File: src/rtl/y86_pkg.sv
// Shared Y86-64 encodings, ALU/condition codes and pipeline register layouts
// used by the execute stage and its ALU.
package y86_pkg;

   localparam logic [3:0] I_HALT   = 4'h0;
   localparam logic [3:0] I_NOP    = 4'h1;
   localparam logic [3:0] I_RRMOVQ = 4'h2;
   localparam logic [3:0] I_IRMOVQ = 4'h3;
   localparam logic [3:0] I_RMMOVQ = 4'h4;
   localparam logic [3:0] I_MRMOVQ = 4'h5;
   localparam logic [3:0] I_OPQ    = 4'h6;
   localparam logic [3:0] I_JXX    = 4'h7;
   localparam logic [3:0] I_CALL   = 4'h8;
   localparam logic [3:0] I_RET    = 4'h9;
   localparam logic [3:0] I_PUSHQ  = 4'hA;
   localparam logic [3:0] I_POPQ   = 4'hB;

   localparam logic [3:0] ALU_ADD = 4'h0;
   localparam logic [3:0] ALU_SUB = 4'h1;
   localparam logic [3:0] ALU_AND = 4'h2;
   localparam logic [3:0] ALU_XOR = 4'h3;

   localparam logic [3:0] C_YES = 4'h0;
   localparam logic [3:0] C_LE  = 4'h1;
   localparam logic [3:0] C_L   = 4'h2;
   localparam logic [3:0] C_E   = 4'h3;
   localparam logic [3:0] C_NE  = 4'h4;
   localparam logic [3:0] C_GE  = 4'h5;
   localparam logic [3:0] C_G   = 4'h6;

   localparam logic [3:0] RNONE    = 4'hF;
   localparam logic [2:0] STAT_AOK = 3'd1;
   localparam logic [2:0] CC_RESET = 3'b100;

   typedef struct packed {
      logic [2:0]  stat;
      logic [3:0]  icode;
      logic [3:0]  ifun;
      logic [63:0] valC;
      logic [63:0] valA;
      logic [63:0] valB;
      logic [3:0]  dstE;
      logic [3:0]  dstM;
   } e_reg_t;

   typedef struct packed {
      logic [2:0]  stat;
      logic [3:0]  icode;
      logic        cnd;
      logic [63:0] valE;
      logic [63:0] valA;
      logic [3:0]  dstE;
      logic [3:0]  dstM;
   } m_reg_t;

   localparam e_reg_t E_BUBBLE = '{stat: STAT_AOK, icode: I_NOP, ifun: 4'h0,
                                   valC: 64'h0, valA: 64'h0, valB: 64'h0,
                                   dstE: RNONE, dstM: RNONE};
   localparam m_reg_t M_BUBBLE = '{stat: STAT_AOK, icode: I_NOP, cnd: 1'b0,
                                   valE: 64'h0, valA: 64'h0,
                                   dstE: RNONE, dstM: RNONE};

endpackage

File: src/rtl/execute_stage_if.sv
// Decode-to-execute fields and the M pipeline register outputs. No handshake:
// flow is governed by the stall/bubble controls, and every cycle's d_* is a candidate.
interface execute_stage_if;

   logic [2:0]  d_stat;
   logic [3:0]  d_icode;
   logic [3:0]  d_ifun;
   logic [63:0] d_valA;
   logic [63:0] d_valB;
   logic [63:0] d_valC;
   logic [3:0]  d_dstE;
   logic [3:0]  d_dstM;

   logic [2:0]  M_stat;
   logic [3:0]  M_icode;
   logic        M_cnd;
   logic [63:0] M_valE;
   logic [63:0] M_valA;
   logic [3:0]  M_dstE;
   logic [3:0]  M_dstM;

   modport master (
      output d_stat, d_icode, d_ifun, d_valA, d_valB, d_valC, d_dstE, d_dstM,
      input  M_stat, M_icode, M_cnd, M_valE, M_valA, M_dstE, M_dstM
   );

   modport slave (
      input  d_stat, d_icode, d_ifun, d_valA, d_valB, d_valC, d_dstE, d_dstM,
      output M_stat, M_icode, M_cnd, M_valE, M_valA, M_dstE, M_dstM
   );

endinterface

File: src/rtl/alu64.sv
// Combinational 64-bit Y86 ALU: valE = aluB op aluA with ZF/SF/OF.
// Codes outside add/sub/and/xor produce zero with OF clear.
module alu64
   import y86_pkg::*;
(
   input  logic [63:0] aluA,
   input  logic [63:0] aluB,
   input  logic [3:0]  alufun,
   output logic [63:0] valE,
   output logic        zf,
   output logic        sf,
   output logic        of
);

   always_comb begin
      valE = '0;
      of   = 1'b0;
      case (alufun)
         ALU_ADD: begin
            valE = aluB + aluA;
            of   = (aluA[63] == aluB[63]) && (valE[63] != aluA[63]);
         end
         ALU_SUB: begin
            valE = aluB - aluA;
            of   = (aluA[63] != aluB[63]) && (valE[63] != aluB[63]);
         end
         ALU_AND: valE = aluB & aluA;
         ALU_XOR: valE = aluB ^ aluA;
         default: valE = '0;
      endcase
   end

   assign zf = (valE == 64'h0);
   assign sf = valE[63];

endmodule

File: src/rtl/execute_stage.sv
// Y86-64 execute stage: E register, operand muxes, ALU, condition codes,
// branch/cmov condition and M register launch.
module execute_stage
   import y86_pkg::*;
(
   input  logic                   clk,
   input  logic                   rst,
   input  logic                   e_stall,
   input  logic                   e_bubble,
   input  logic                   m_bubble,
   input  logic                   m_exc,
   input  logic                   w_exc,
   execute_stage_if.slave         bus,
   output logic [63:0]            e_valE,
   output logic [3:0]             e_dstE,
   output logic                   e_cnd,
   output logic [2:0]             cc
);

   e_reg_t      e_q, e_d;
   m_reg_t      m_q, m_d;
   logic [2:0]  cc_q, cc_d;
   logic [63:0] alu_a, alu_b;
   logic [3:0]  alu_fun;
   logic        alu_zf, alu_sf, alu_of;
   logic        set_cc;

   // Bubble wins over stall so a squashed instruction never lingers in E.
   always_comb begin
      e_d = e_q;
      if (e_bubble) begin
         e_d = E_BUBBLE;
      end else if (!e_stall) begin
         e_d = '{stat: bus.d_stat, icode: bus.d_icode, ifun: bus.d_ifun,
                 valC: bus.d_valC, valA: bus.d_valA, valB: bus.d_valB,
                 dstE: bus.d_dstE, dstM: bus.d_dstM};
      end
   end

   always_comb begin
      alu_a   = 64'h0;
      alu_b   = 64'h0;
      alu_fun = (e_q.icode == I_OPQ) ? e_q.ifun : ALU_ADD;
      case (e_q.icode)
         I_RRMOVQ, I_OPQ:             alu_a = e_q.valA;
         I_IRMOVQ, I_RMMOVQ, I_MRMOVQ: alu_a = e_q.valC;
         I_CALL, I_PUSHQ:             alu_a = -64'd8;
         I_RET, I_POPQ:               alu_a = 64'd8;
         I_HALT, I_NOP, I_JXX:        alu_a = 64'h0;
         default:                     alu_a = 64'h0;
      endcase
      case (e_q.icode)
         I_RMMOVQ, I_MRMOVQ, I_OPQ, I_CALL,
         I_PUSHQ, I_RET, I_POPQ:      alu_b = e_q.valB;
         default:                     alu_b = 64'h0;
      endcase
   end

   alu64 u_alu (
      .aluA   (alu_a),
      .aluB   (alu_b),
      .alufun (alu_fun),
      .valE   (e_valE),
      .zf     (alu_zf),
      .sf     (alu_sf),
      .of     (alu_of)
   );

   // Condition is judged on the flags already latched, not this cycle's ALU output.
   always_comb begin
      e_cnd = 1'b0;
      case (e_q.ifun)
         C_YES:   e_cnd = 1'b1;
         C_LE:    e_cnd = (cc_q[1] ^ cc_q[0]) | cc_q[2];
         C_L:     e_cnd = cc_q[1] ^ cc_q[0];
         C_E:     e_cnd = cc_q[2];
         C_NE:    e_cnd = !cc_q[2];
         C_GE:    e_cnd = !(cc_q[1] ^ cc_q[0]);
         C_G:     e_cnd = !(cc_q[1] ^ cc_q[0]) && !cc_q[2];
         default: e_cnd = 1'b0;
      endcase
   end

   assign e_dstE = ((e_q.icode == I_RRMOVQ) && !e_cnd) ? RNONE : e_q.dstE;
   assign set_cc = (e_q.icode == I_OPQ) && !m_exc && !w_exc;
   assign cc_d   = set_cc ? {alu_zf, alu_sf, alu_of} : cc_q;

   always_comb begin
      m_d = '{stat: e_q.stat, icode: e_q.icode, cnd: e_cnd, valE: e_valE,
              valA: e_q.valA, dstE: e_dstE, dstM: e_q.dstM};
      if (m_bubble) m_d = M_BUBBLE;
   end

   always_ff @(posedge clk or posedge rst) begin
      if (rst) begin
         e_q  <= E_BUBBLE;
         m_q  <= M_BUBBLE;
         cc_q <= CC_RESET;
      end else begin
         e_q  <= e_d;
         m_q  <= m_d;
         cc_q <= cc_d;
      end
   end

   assign cc          = cc_q;
   assign bus.M_stat  = m_q.stat;
   assign bus.M_icode = m_q.icode;
   assign bus.M_cnd   = m_q.cnd;
   assign bus.M_valE  = m_q.valE;
   assign bus.M_valA  = m_q.valA;
   assign bus.M_dstE  = m_q.dstE;
   assign bus.M_dstM  = m_q.dstM;

endmodule

File: src/flat_wrapper.sv
// flat-port wrapper written by rule: the top's interface ports become plain ports
module execute_stage_flat import y86_pkg::*;
  (clk, rst, e_stall, e_bubble, m_bubble, m_exc, w_exc, e_valE, e_dstE, e_cnd, cc, bus_d_stat, bus_d_icode, bus_d_ifun, bus_d_valA, bus_d_valB, bus_d_valC, bus_d_dstE, bus_d_dstM, bus_M_stat, bus_M_icode, bus_M_cnd, bus_M_valE, bus_M_valA, bus_M_dstE, bus_M_dstM);
  execute_stage_if bus_i ();
  input  logic clk;
  input  logic rst;
  input  logic e_stall;
  input  logic e_bubble;
  input  logic m_bubble;
  input  logic m_exc;
  input  logic w_exc;
  output logic [63:0] e_valE;
  output logic [3:0] e_dstE;
  output logic e_cnd;
  output logic [2:0] cc;
  input wire logic [$bits(bus_i.d_stat)-1:0] bus_d_stat;
  input wire logic [$bits(bus_i.d_icode)-1:0] bus_d_icode;
  input wire logic [$bits(bus_i.d_ifun)-1:0] bus_d_ifun;
  input wire logic [$bits(bus_i.d_valA)-1:0] bus_d_valA;
  input wire logic [$bits(bus_i.d_valB)-1:0] bus_d_valB;
  input wire logic [$bits(bus_i.d_valC)-1:0] bus_d_valC;
  input wire logic [$bits(bus_i.d_dstE)-1:0] bus_d_dstE;
  input wire logic [$bits(bus_i.d_dstM)-1:0] bus_d_dstM;
  output wire logic [$bits(bus_i.M_stat)-1:0] bus_M_stat;
  output wire logic [$bits(bus_i.M_icode)-1:0] bus_M_icode;
  output wire logic [$bits(bus_i.M_cnd)-1:0] bus_M_cnd;
  output wire logic [$bits(bus_i.M_valE)-1:0] bus_M_valE;
  output wire logic [$bits(bus_i.M_valA)-1:0] bus_M_valA;
  output wire logic [$bits(bus_i.M_dstE)-1:0] bus_M_dstE;
  output wire logic [$bits(bus_i.M_dstM)-1:0] bus_M_dstM;
  assign bus_i.d_stat = bus_d_stat;
  assign bus_i.d_icode = bus_d_icode;
  assign bus_i.d_ifun = bus_d_ifun;
  assign bus_i.d_valA = bus_d_valA;
  assign bus_i.d_valB = bus_d_valB;
  assign bus_i.d_valC = bus_d_valC;
  assign bus_i.d_dstE = bus_d_dstE;
  assign bus_i.d_dstM = bus_d_dstM;
  assign bus_M_stat = bus_i.M_stat;
  assign bus_M_icode = bus_i.M_icode;
  assign bus_M_cnd = bus_i.M_cnd;
  assign bus_M_valE = bus_i.M_valE;
  assign bus_M_valA = bus_i.M_valA;
  assign bus_M_dstE = bus_i.M_dstE;
  assign bus_M_dstM = bus_i.M_dstM;
  execute_stage u_core (.clk(clk), .rst(rst), .e_stall(e_stall), .e_bubble(e_bubble), .m_bubble(m_bubble), .m_exc(m_exc), .w_exc(w_exc), .bus(bus_i), .e_valE(e_valE), .e_dstE(e_dstE), .e_cnd(e_cnd), .cc(cc));
endmodule
File: config.mk
export PLATFORM = sky130hd
export DESIGN_NAME = execute_stage_flat
export DESIGN_NICKNAME = d
export VERILOG_FILES = /design/src/rtl/y86_pkg.sv /design/src/rtl/execute_stage_if.sv /design/src/rtl/alu64.sv /design/src/rtl/execute_stage.sv /design/src/flat_wrapper.sv
export SDC_FILE = /design/constraint.sdc
export NUM_CORES = 1
export LEC_CHECK = 0
export CORE_MARGIN = 2
export CORE_UTILIZATION = 50
export DETAILED_ROUTE_END_ITERATION = 8
export GPL_TIMING_DRIVEN = 0
export PLACE_DENSITY = 0.76
export SLEW_MARGIN = 20
export SYNTH_ARGS = -nofsm -noshare
export SYNTH_HDL_FRONTEND = slang
export SYNTH_HIERARCHICAL = 1
export SYNTH_SLANG_ARGS = --single-unit
export TNS_END_PERCENT = 50
File: constraint.sdc
create_clock -name clk -period 13.6 [get_ports clk]
set_input_delay 2.72 -clock clk [delete_from_list [all_inputs] [get_ports clk]]
set_output_delay 2.72 -clock clk [all_outputs]
set_load 0.01 [all_outputs]
==> impl_metrics.json <==
{
  "mostFrequentLayoutCell": "clkdlybuf4s50_1",
  "cp-end-kind": "output pin",
  "die-area_mm2": 0.0521,
  "hold_violations": 0,
  "crit_family": "buffers and inverters",
  "comb_power_share": 0.294,
  "insertion_delay_ns": 0.60,
  "p_leak_nw": 14.5,
  "hp-class": "reg2reg",
  "finalClockSkew_ns": 0.0384,
  "initialDrtViolationCount": 4530,
  "cts-buffers-inserted": 38,
  "die_y_um": 228,
  "cts_resized": 0,
  "area_growth_pct": 26.3,
  "reg2reg_slack_ns": 4.24,
  "start_kind": "register",
  "synth_edf_count": 0,
  "cp_slowest_cell": "nor2_1",
  "yosys_warnings": 6,
  "fillers": 3903,
  "synth-seq-cells": 358,
  "final_cell_mix": "430 x clkdlybuf4s50_1, 375 x nor2_1, 337 x dfrtp_1, 233 x nor2b_1, 213 x mux2i_1",
  "cts_hold_buf": 0,
  "first_global_vias": 27400,
  "post_drt_wl_per_cell_um": 31.5,
  "vias_per_cell": 6.91,
  "ios": 434,
  "io_buffers": 430,
  "cellPowerDensity_mw_per_mm2": 103,
  "required_ns": 10.88,
  "worstSetupPathType": "reg2out",
  "row_count": 82,
  "switchingPower_mw": 1.13,
  "dp_slack_ns": 3.35,
  "cts_buffer_depth": 3,
  "antenna_found_initial": 7,
  "cts_setup_buffers": 0,
  "die_w_um": 228,
  "setup_ws_ns": 2.02,
  "drt-total-wl_um": 129000,
  "power_switching_share": 0.346,
  "synthArstFlopShare": 1.00,
  "period_share": 0.852,
  "path_cells": "inv_2, nor3_2, buf_2, buf_2, and3_1, nand2b_1, nor2_1, clkbuf_1, buf_1, clkbuf_1, buf_1, a21oi_1, o211ai_1, a32o_1, clkdlybuf4s50_1",
  "fmaxAchievable_mhz": 86.3,
  "regArea_mm2": 0.00898,
  "maxSlewViolCount": 0,
  "cpPeakStageDelay_ns": 0.93,
  "cts_tree": "yes",
  "drive_gt1_frac": 0.0543,
  "core_mm2": 0.0499,
  "arrival_ns": 8.86,
  "synth.area.mux_share": 0.0893,
  "h-tree-depth": 2,
  "path_clk_slew_ns": 0.06,
  "grt_pass1_wl_um": 184000,
  "syn_inst": 2922,
  "synth-main-ff-cell": "dfrtp_1",
  "synthSimpleGateAreaFrac": 0.210,
  "critPathBufInv": 8,
  "place.gp.congestion": 1.04,
  "tns_ns": 0,
  "cp_max_fo": 10,
  "start_util": 0.504,
  "ant_nets": 0,
  "synth_top_family_by_area": "compound AO/OA/AOI/OAI gates",
  "root_buffer": "clkbuf_16",
  "maxSlewHeadroom": 0.138,
  "synth_nets": 3270,
  "ys_types": 88,
  "syn_area_mm2": 0.0251,
  "synth_compound_area_frac": 0.213,
  "nNetsFinal": 3746,
  "p_clk_frac": 0.348,
  "grt-ovfl-total": 0,
  "setup_violations": 0,
  "avgSynthCellArea_um2": 8.60,
  "drc": 0,
  "period_minus_slack_ns": 11.58,
  "power.share.sequential": 0.358,
  "synth_xor_area_frac": 0.0108,
  "via_count": 28400,
  "multiInputGateArea_mm2": 0.0148,
  "dpl.hpwl_um": 96800,
  "grt_max_degree": 112,
  "p_int_mw": 2.14,
  "cap_violations": 0,
  "clkSinkCount": 358,
  "status": "finished, final reports clean",
  "tightestPinTransition_ns": 1.28,
  "rsz0062_at_grt": "no",
  "drt_pass1_iterations": 7,
  "grtUsageTotal": 0.475,
  "yosysSeqAreaShare": 0.357,
  "synthAdderAreaFrac": 0.0653,
  "vdd_ir_drop_max_mv": 0.124
}
flip-flops by register name, summed over array words and instances (netlist names):
name and count:
u_core/bus.M_stat 3, u_core/cc 3, u_core/bus.M_valA 64, u_core/bus.M_cnd 1, u_core/bus.M_dstM 4, u_core/bus.M_icode 4, u_core/bus.M_dstE 4, u_core/bus.M_valE 64
u_core/e_q 211
logic make-up (layout without fill, tap and decap cells):
logic type      count (synthesis)  in the layout
flops                         358            358
mux                           222            222
xor+xnor                       31             31
fa+ha+maj                     130            130
simple gates                 1067           1067
compound gates                779            779
buf+inv                       335            839
other cells                     0              4
metal layers:
| metal | wire, µm | track usage |
|---|---|---|
| met5 | 11 | 0 |
| met4 | 8780 | 0.259 |
| met3 | 18600 | 0.152 |
| met2 | 52900 | 0.685 |
| met1 | 49100 | 0.632 |
cell type report:
cell class,count,share of cell area
Sequential cell,358,0.283
Antenna cell,4,0.000315
Buffer,197,0.0266
Inverter,138,0.0166
Clock inverter,16,0.00824
Tap cell,672,0.0265
Multi-Input combinational cell,2229,0.467
Clock buffer,52,0.0332
Timing Repair Buffer,436,0.139
power by group through the flow:
stage | logic, mW | clock network (mW) | registers, mW
CTS | 0.918 | 1.13 | 1.16
global placement | 0.880 | 0 | 1.18
finish | 0.961 | 1.14 | 1.17
global route | 1.00 | 1.18 | 1.17
detailed placement | 0.903 | 0 | 1.18
floorplan | 0.509 | 0 | 1.18
cells in the mapped netlist, types with 35 or more instances:
library cell / instances / area, µm²
dfrtp_1: 337 / 8430
mux2i_1: 213 / 2130
nor2_1: 377 / 1420
nand4_1: 46 / 288
nor2b_1: 233 / 1460
a21oi_1: 210 / 1050
nand2_1: 166 / 623
o21ai_0: 131 / 656
a221o_1: 68 / 681
nand3_1: 39 / 195
o31ai_1: 41 / 308
clkbuf_1: 139 / 522
nor3_1: 68 / 340
ha_1: 128 / 1600
inv_1: 133 / 499
buf_2: 35 / 175
nor4_1: 39 / 244
path summary, 6_finish.rpt:
| kind | from | endpoint | cells past startpoint |
|---|---|---|---|
| min in group asynchronous | rst | u_core/bus.M_valA[19]$_DFF_PP0_ | 2 |
| worst max-delay path | u_core/e_q[205]$_DFFE_PP0P_ | e_valE[35] | 15 |
| worst min-delay path | u_core/e_q[25]$_DFFE_PP0P_ | u_core/e_q[25]$_DFFE_PP0P_ | 2 |
| worst min register to register | u_core/e_q[25]$_DFFE_PP0P_ | u_core/e_q[25]$_DFFE_PP0P_ | 2 |
| worst max register to register | u_core/e_q[205]$_DFFE_PP0P_ | u_core/cc[2]$_DFFE_PP1P_ | 19 |
| max in group asynchronous | rst | u_core/e_q[58]$_DFFE_PP0P_ | 4 |
per-stage QoR:
stage                util  area [µm²]  cells  power [mW]  hold slack (ns)
floorplan               -       25100   2922        1.68            0.464
global placement    0.607       30300   4024        2.06            0.481
detailed placement  0.610       30400   4030        2.08            0.511
CTS                 0.636       31700   4098        3.21            0.525
global route        0.637       31700   4100        3.35            0.548
finish              0.637       31700   4102        3.27            0.519
tightest hold or removal path: cells and delay by family, from the launching register on:
kind | cells | cell delay, ns
and+or+nand+nor | 1 | 0.08
DFF | 1 | 0.34
muxes | 1 | 0.07
(Power assumes the default switching activity.)
